[src/rtl/mem_arbiter.sv]
// Two-port arbiter sharing one handshaked memory port between fetch (p0) and data (p1).
// Optional macro MEM_ARBITER_ROUND_ROBIN_EN selects round-robin ties; default is fixed p1 priority.
module mem_arbiter #(
    parameter int DATA_WIDTH = 32,
    parameter int ADDR_WIDTH = 32
) (
    input  logic                  clk,
    input  logic                  arst_n,
    input  logic                  i_p0_req,
    input  logic                  i_p1_req,
    input  logic                  i_p0_we,
    input  logic                  i_p1_we,
    input  logic [ADDR_WIDTH-1:0] i_p0_addr,
    input  logic [ADDR_WIDTH-1:0] i_p1_addr,
    input  logic [DATA_WIDTH-1:0] i_p0_wdata,
    input  logic [DATA_WIDTH-1:0] i_p1_wdata,
    output logic [DATA_WIDTH-1:0] o_p0_rdata,
    output logic [DATA_WIDTH-1:0] o_p1_rdata,
    output logic                  o_p0_done,
    output logic                  o_p1_done,
    output logic                  o_mem_write_en,
    output logic                  o_mem_read_req,
    output logic [ADDR_WIDTH-1:0] o_mem_addr,
    output logic [DATA_WIDTH-1:0] o_mem_wdata,
    input  logic [DATA_WIDTH-1:0] i_mem_rdata,
    input  logic                  i_mem_access,
    output logic [1:0]            o_grant,
    output logic                  o_busy
);

    typedef enum logic [1:0] {
        S_IDLE,
        S_ACCESS,
        S_RESP
    } state_e;

    state_e                state_q;
    logic                  we_q;
    logic                  port_q;
    logic [ADDR_WIDTH-1:0] addr_q;
    logic [DATA_WIDTH-1:0] wdata_q;
    logic [DATA_WIDTH-1:0] rdata0_q;
    logic [DATA_WIDTH-1:0] rdata1_q;
    logic [1:0]            grant_q;
    logic                  busy_q;
    logic                  rd_q;
    logic                  wr_q;
    logic                  done0_q;
    logic                  done1_q;

    logic                  win_d;
    logic                  we_d;
    logic [ADDR_WIDTH-1:0] addr_d;
    logic [DATA_WIDTH-1:0] wdata_d;

`ifdef MEM_ARBITER_ROUND_ROBIN_EN
    // Last granted port; reset to p1 so p0 wins the first tie.
    logic last_q;

    // Tie goes to the port not granted last; a lone requester always wins.
    always_comb begin
        win_d = i_p1_req;
        if (i_p0_req && i_p1_req) begin
            win_d = ~last_q;
        end
    end

    // Pointer follows every grant.
    always_ff @(posedge clk or negedge arst_n) begin
        if (!arst_n) begin
            last_q <= 1'b1;
        end else if (state_q == S_IDLE && (i_p0_req || i_p1_req)) begin
            last_q <= win_d;
        end
    end
`else
    // Fixed priority: the data port always beats instruction fetch.
    always_comb begin
        win_d = i_p1_req;
    end
`endif

    // Select the winner's request fields for latching.
    always_comb begin
        we_d    = win_d ? i_p1_we    : i_p0_we;
        addr_d  = win_d ? i_p1_addr  : i_p0_addr;
        wdata_d = win_d ? i_p1_wdata : i_p0_wdata;
    end

    // Transaction FSM with all outputs registered.
    always_ff @(posedge clk or negedge arst_n) begin
        if (!arst_n) begin
            state_q  <= S_IDLE;
            we_q     <= 1'b0;
            port_q   <= 1'b0;
            addr_q   <= '0;
            wdata_q  <= '0;
            rdata0_q <= '0;
            rdata1_q <= '0;
            grant_q  <= 2'b00;
            busy_q   <= 1'b0;
            rd_q     <= 1'b0;
            wr_q     <= 1'b0;
            done0_q  <= 1'b0;
            done1_q  <= 1'b0;
        end else begin
            unique case (state_q)
                S_IDLE: begin
                    if (i_p0_req || i_p1_req) begin
                        port_q  <= win_d;
                        we_q    <= we_d;
                        addr_q  <= addr_d;
                        wdata_q <= wdata_d;
                        grant_q <= win_d ? 2'b10 : 2'b01;
                        busy_q  <= 1'b1;
                        rd_q    <= ~we_d;
                        wr_q    <= we_d;
                        state_q <= S_ACCESS;
                    end
                end
                S_ACCESS: begin
                    if (i_mem_access) begin
                        rd_q    <= 1'b0;
                        wr_q    <= 1'b0;
                        done0_q <= ~port_q;
                        done1_q <= port_q;
                        if (!we_q && port_q) begin
                            rdata1_q <= i_mem_rdata;
                        end
                        if (!we_q && !port_q) begin
                            rdata0_q <= i_mem_rdata;
                        end
                        state_q <= S_RESP;
                    end
                end
                S_RESP: begin
                    done0_q <= 1'b0;
                    done1_q <= 1'b0;
                    grant_q <= 2'b00;
                    busy_q  <= 1'b0;
                    state_q <= S_IDLE;
                end
                default: begin
                    state_q <= S_IDLE;
                end
            endcase
        end
    end

    assign o_p0_rdata     = rdata0_q;
    assign o_p1_rdata     = rdata1_q;
    assign o_p0_done      = done0_q;
    assign o_p1_done      = done1_q;
    assign o_mem_write_en = wr_q;
    assign o_mem_read_req = rd_q;
    assign o_mem_addr     = addr_q;
    assign o_mem_wdata    = wdata_q;
    assign o_grant        = grant_q;
    assign o_busy         = busy_q;

endmodule

[config.mk]
export PLATFORM = sky130hd
export DESIGN_NAME = mem_arbiter
export DESIGN_NICKNAME = d
export VERILOG_FILES = /design/src/rtl/mem_arbiter.sv
export SDC_FILE = /design/constraint.sdc
export NUM_CORES = 1
export LEC_CHECK = 0
export ABC_AREA = 0
export CAP_MARGIN = 40
export CORE_AREA = 2 2 99 173
export CTS_CLUSTER_DIAMETER = 40
export DETAILED_ROUTE_END_ITERATION = 10
export DIE_AREA = 0 0 101 175
export MAX_ROUTING_LAYER = met4
export PLACE_DENSITY = 0.83
export SLEW_MARGIN = 15
export SYNTH_ARGS = -nofsm -noshare
export SYNTH_HDL_FRONTEND = slang
export SYNTH_SLANG_ARGS = --single-unit
[constraint.sdc]
create_clock -name clk -period 1.8 [get_ports clk]
set_clock_uncertainty 0.15 [all_clocks]
set_input_delay 0.54 -clock clk [delete_from_list [all_inputs] [get_ports clk]]
set_output_delay 0.54 -clock clk [all_outputs]
set_load 0.05 [all_outputs]
==> metrics.md <==
| Metric | Value |
|---|---|
| H-tree depth | `4` |
| Final Non-Filler Cells | `920` |
| CTS tree | `yes` |
| Die height | `175 µm` |
| Slowest cell on crit path | `dfrtp_1` |
| Synth unique cells | `29` |
| Worst min path class | `in2async` |
| CORE AREA | `16290 µm²` |
| CTS buffer count | `17` |
| Area Overhead vs Synth | `91.62%` |
| Crit end category | `flop` |
| DRC Markers | `0` |
| Clock Tree Root | `clkbuf_16` |
| Vias per Instance | `~5.2` |
| IO Pins | `302` |
| Final wirelength | `18390 µm` |
| Sequential fraction of the synthesis area | `60.06%` |
| Die ar. | `17680 µm²` |
| Net Count, Synth | `~570` |
| Status | `complete, no violations` |
| R2R depth | `5` |
| Max frequency | `571.8 MHz` |
| Routed vias | `4807` |
| VDD IR max | `~1300 µV` |
| Drt pass-1 iters | `5` |
| Fraction of layout cells with a size suffix above 1 | `around 44%` |
| Max cap viols | `0` |
| Max Transition Viols Final | `0` |
| Core Util, Final | `68.13%` |
| Clock-pin slew on the worst setup and hold paths | `70 ps` |
| R2r startpoint | `state_q[1]` |
| Die W | `~100 µm` |
| CP Cell Sequence | `nand3b_4 -> nor3_4 -> buf_6 -> buf_12 -> mux2_2` |
| Pin slew with the least headroom to its limit | `401.4 ps` |
| WS Path Type | `reg2reg` |
| Final Worst Setup Slack | `slightly above 50 ps` |
| Fraction of registers with async set/reset | `100.0%` |
| # rows | `62` |
| Max Fanout on Critical Path | `8` |
| Max Buffers Root-to-Sink | `2` |
| Pin count of the biggest net entering global routing | `65` |
| CP Launch Type | `flop` |
| Synthesis-stage register bit count | `roughly 140` |
| Post-synth top flop | `dfrtp_1` |
| Tmin final | `1749 ps` |
| DRT iter0 DRCs | `179` |
| WL/cell | `19.99 µm` |
| Max incr delay on CP | `400 ps` |
| CP bufs+invs | `2` |
| Post-DP HPWL | `13720 µm` |
| Ys Warns | `0` |
| Fin. Hold Viols | `0` |
| GP Congestion | `0.8212` |
| Ant diodes | `0` |
| Power per cell area | `2236 nW/µm²` |
| Final ANT Viol Nets | `0` |
| Avg Cell Area, Syn | `between 10 and 15 µm²` |
| Clock Sinks | `139` |
| Leakage | `roughly 4.8 nW` |
| R2r setup slk | `50 ps` |
| Initial antenna violation count | `0` |
| Req. time, crit path | `between 1500 and 2000 ps` |
| Post-placement cell count | `881` |
| Clk Latency, worst-skew pair | `400 ps` |
| Number of enable flip-flop cells after synthesis | `0` |
| Starting density of the core | `35.55%` |
| Synth Instances | `roughly 400` |
| Mapped Area | `5792 µm²` |
| Total Routing Usage GR | `a little over a fifth` |
| Crit path arrival time | `between 1500 and 2000 ps` |
| RSZ-0062 raised after global routing | `yes` |
| Number of port buffers | `301` |
| Total power | `~25 mW` |
| Crit-path leading delay family | `simple AND/OR/NAND/NOR gates` |
| # setup viols final | `0` |
| Setup TNS | `0 ps` |
| Vias in the first global route | `5454` |
| First-pass GRT wire length | `28680 µm` |
| Period utilisation layout | `between 90% and 100%` |
| Total gr overflow | `0` |
| Post-layout nets | `about 880` |
| Slew HR | `between 70% and 80%` |
| Dpl ws | `-533.3 ps` |
| Reg2reg end | `o_p0_rdata[8]` |
## layout make-up
cell class	count	area, µm²
clock buffers	20	436.7
repair buffers	327	4708
well taps	192	240.2
multi-input cells	223	2117
flip-flops and latches	139	3480
inverters	7	26.28
fillers	1083	5192
clock inverters	12	90.09
## through the flow
stage	instance area (µm²)	hold slack (ps)
after floorplan	5792	94.41
after global placement	10450	256.5
after detailed placement	10450	265.1
after CTS	11070	402.8
after global routing	11100	406.6
final	11100	409.6
## sequential cells by signal (all words and copies together) (netlist names), 2 cells and up
signal and cells:
o_mem_addr 32, o_mem_wdata 32, o_p0_rdata 32, o_p1_rdata 32, o_grant 2, state_q 2
## worst reg2reg max path, stage by stage (launching register included)
cell and delay [ps]:
dfrtp_1 400, nand3b_4 190, nor3_4 240, buf_6 160, buf_12 140, mux2_2 340
## per-layer routing
metal / vias up / track usage, % / share of wire [%]
li1: 2104 / - / -
met1: 2413 / 22.80 / 35
met2: 254 / 38.61 / 56
met3: 36 / 5.040 / 5.9
met4: 0 / 8.727 / 3.2
met5: - / - / 0
## layout by cell type, fill, tap and decap left out, drive strengths merged
cell type / synthesis / final
nand3b: 2 / 2
and2: 65 / 65
mux2i: 3 / 3
clkbuf: 10 / 20
o22ai: 2 / 2
a21oi: 3 / 3
and3: 1 / 1
inv: 7 / 11
buf: 19 / 161
a22oi: 1 / 1
o21ai: 3 / 3
dfrtp: 139 / 139
a21o: 2 / 2
dlygate4sd3: 0 / 1
nor3b: 1 / 1
mux2: 65 / 65
nand2: 5 / 5
a2bb2oi: 1 / 1
clkinv: 0 / 5
or2: 1 / 1
dlygate4sd2: 0 / 2
clkinvlp: 0 / 3
o31ai: 1 / 1
nor3: 1 / 1
nor2: 1 / 1
nor4: 1 / 1
clkdlybuf4s50: 0 / 163
a221o: 64 / 64
## kinds of logic after synthesis
kind of cell           after synthesis  synth area share [%]
muxes                               68                 13.16
and+or+nand+nor                     78                 9.095
DFF                                139                 60.06
buffers and inverters               36                 3.889
AOI/OAI and AO/OA                   77                 13.80
## cells in the mapped netlist (all sizes together) (2+ instances only)
master / count / area share (%)
a221o: 64 / 12
and2: 65 / 7.0
mux2: 65 / 13
clkbuf: 10 / 0.65
dfrtp: 139 / 60
o22ai: 2 / 0.22
a21o: 2 / 0.26
mux2i: 3 / 0.52
inv: 7 / 0.45
nand3b: 2 / 0.69
a21oi: 3 / 0.26
buf: 19 / 2.8
o21ai: 3 / 0.32
nand2: 5 / 0.32
## worst max path at each step
stage | startpoint | end | slack (ps) | depth (start not counted)
CTS | state_q[0] | o_p0_rdata[27] | 10 | 4
detailed placement | i_p1_req | o_mem_addr[25] | -530 | 5
global route | state_q[1] | o_p0_rdata[8] | -10 | 5
global placement | i_p1_req | o_mem_wdata[4] | -500 | 5
floorplan | i_p1_req | o_mem_addr[19] | -8 | 6
finish | state_q[1] | o_p0_rdata[8] | 50 | 5
## power breakdown
part	total [mW]	switching [mW]	internal, mW	leakage [nW]
registers	6.45	1.78	4.67	1.70
clock network	3.14	1.37	1.77	0.252
logic	15.2	7.48	7.75	2.88
total	24.8	10.6	14.2	4.83
## what timing repair did
action                                 in CTS  in global routing
resized for setup                           5                  6
setup buffers                               1                  3
hold buffers                                1                  0
endpoints found under the hold margin      22                  0
setup endpoints to repair                  96                 50
cloned                                      2                  0
pin swaps                                   0                  1
Power figures use the tool's default switching activity.
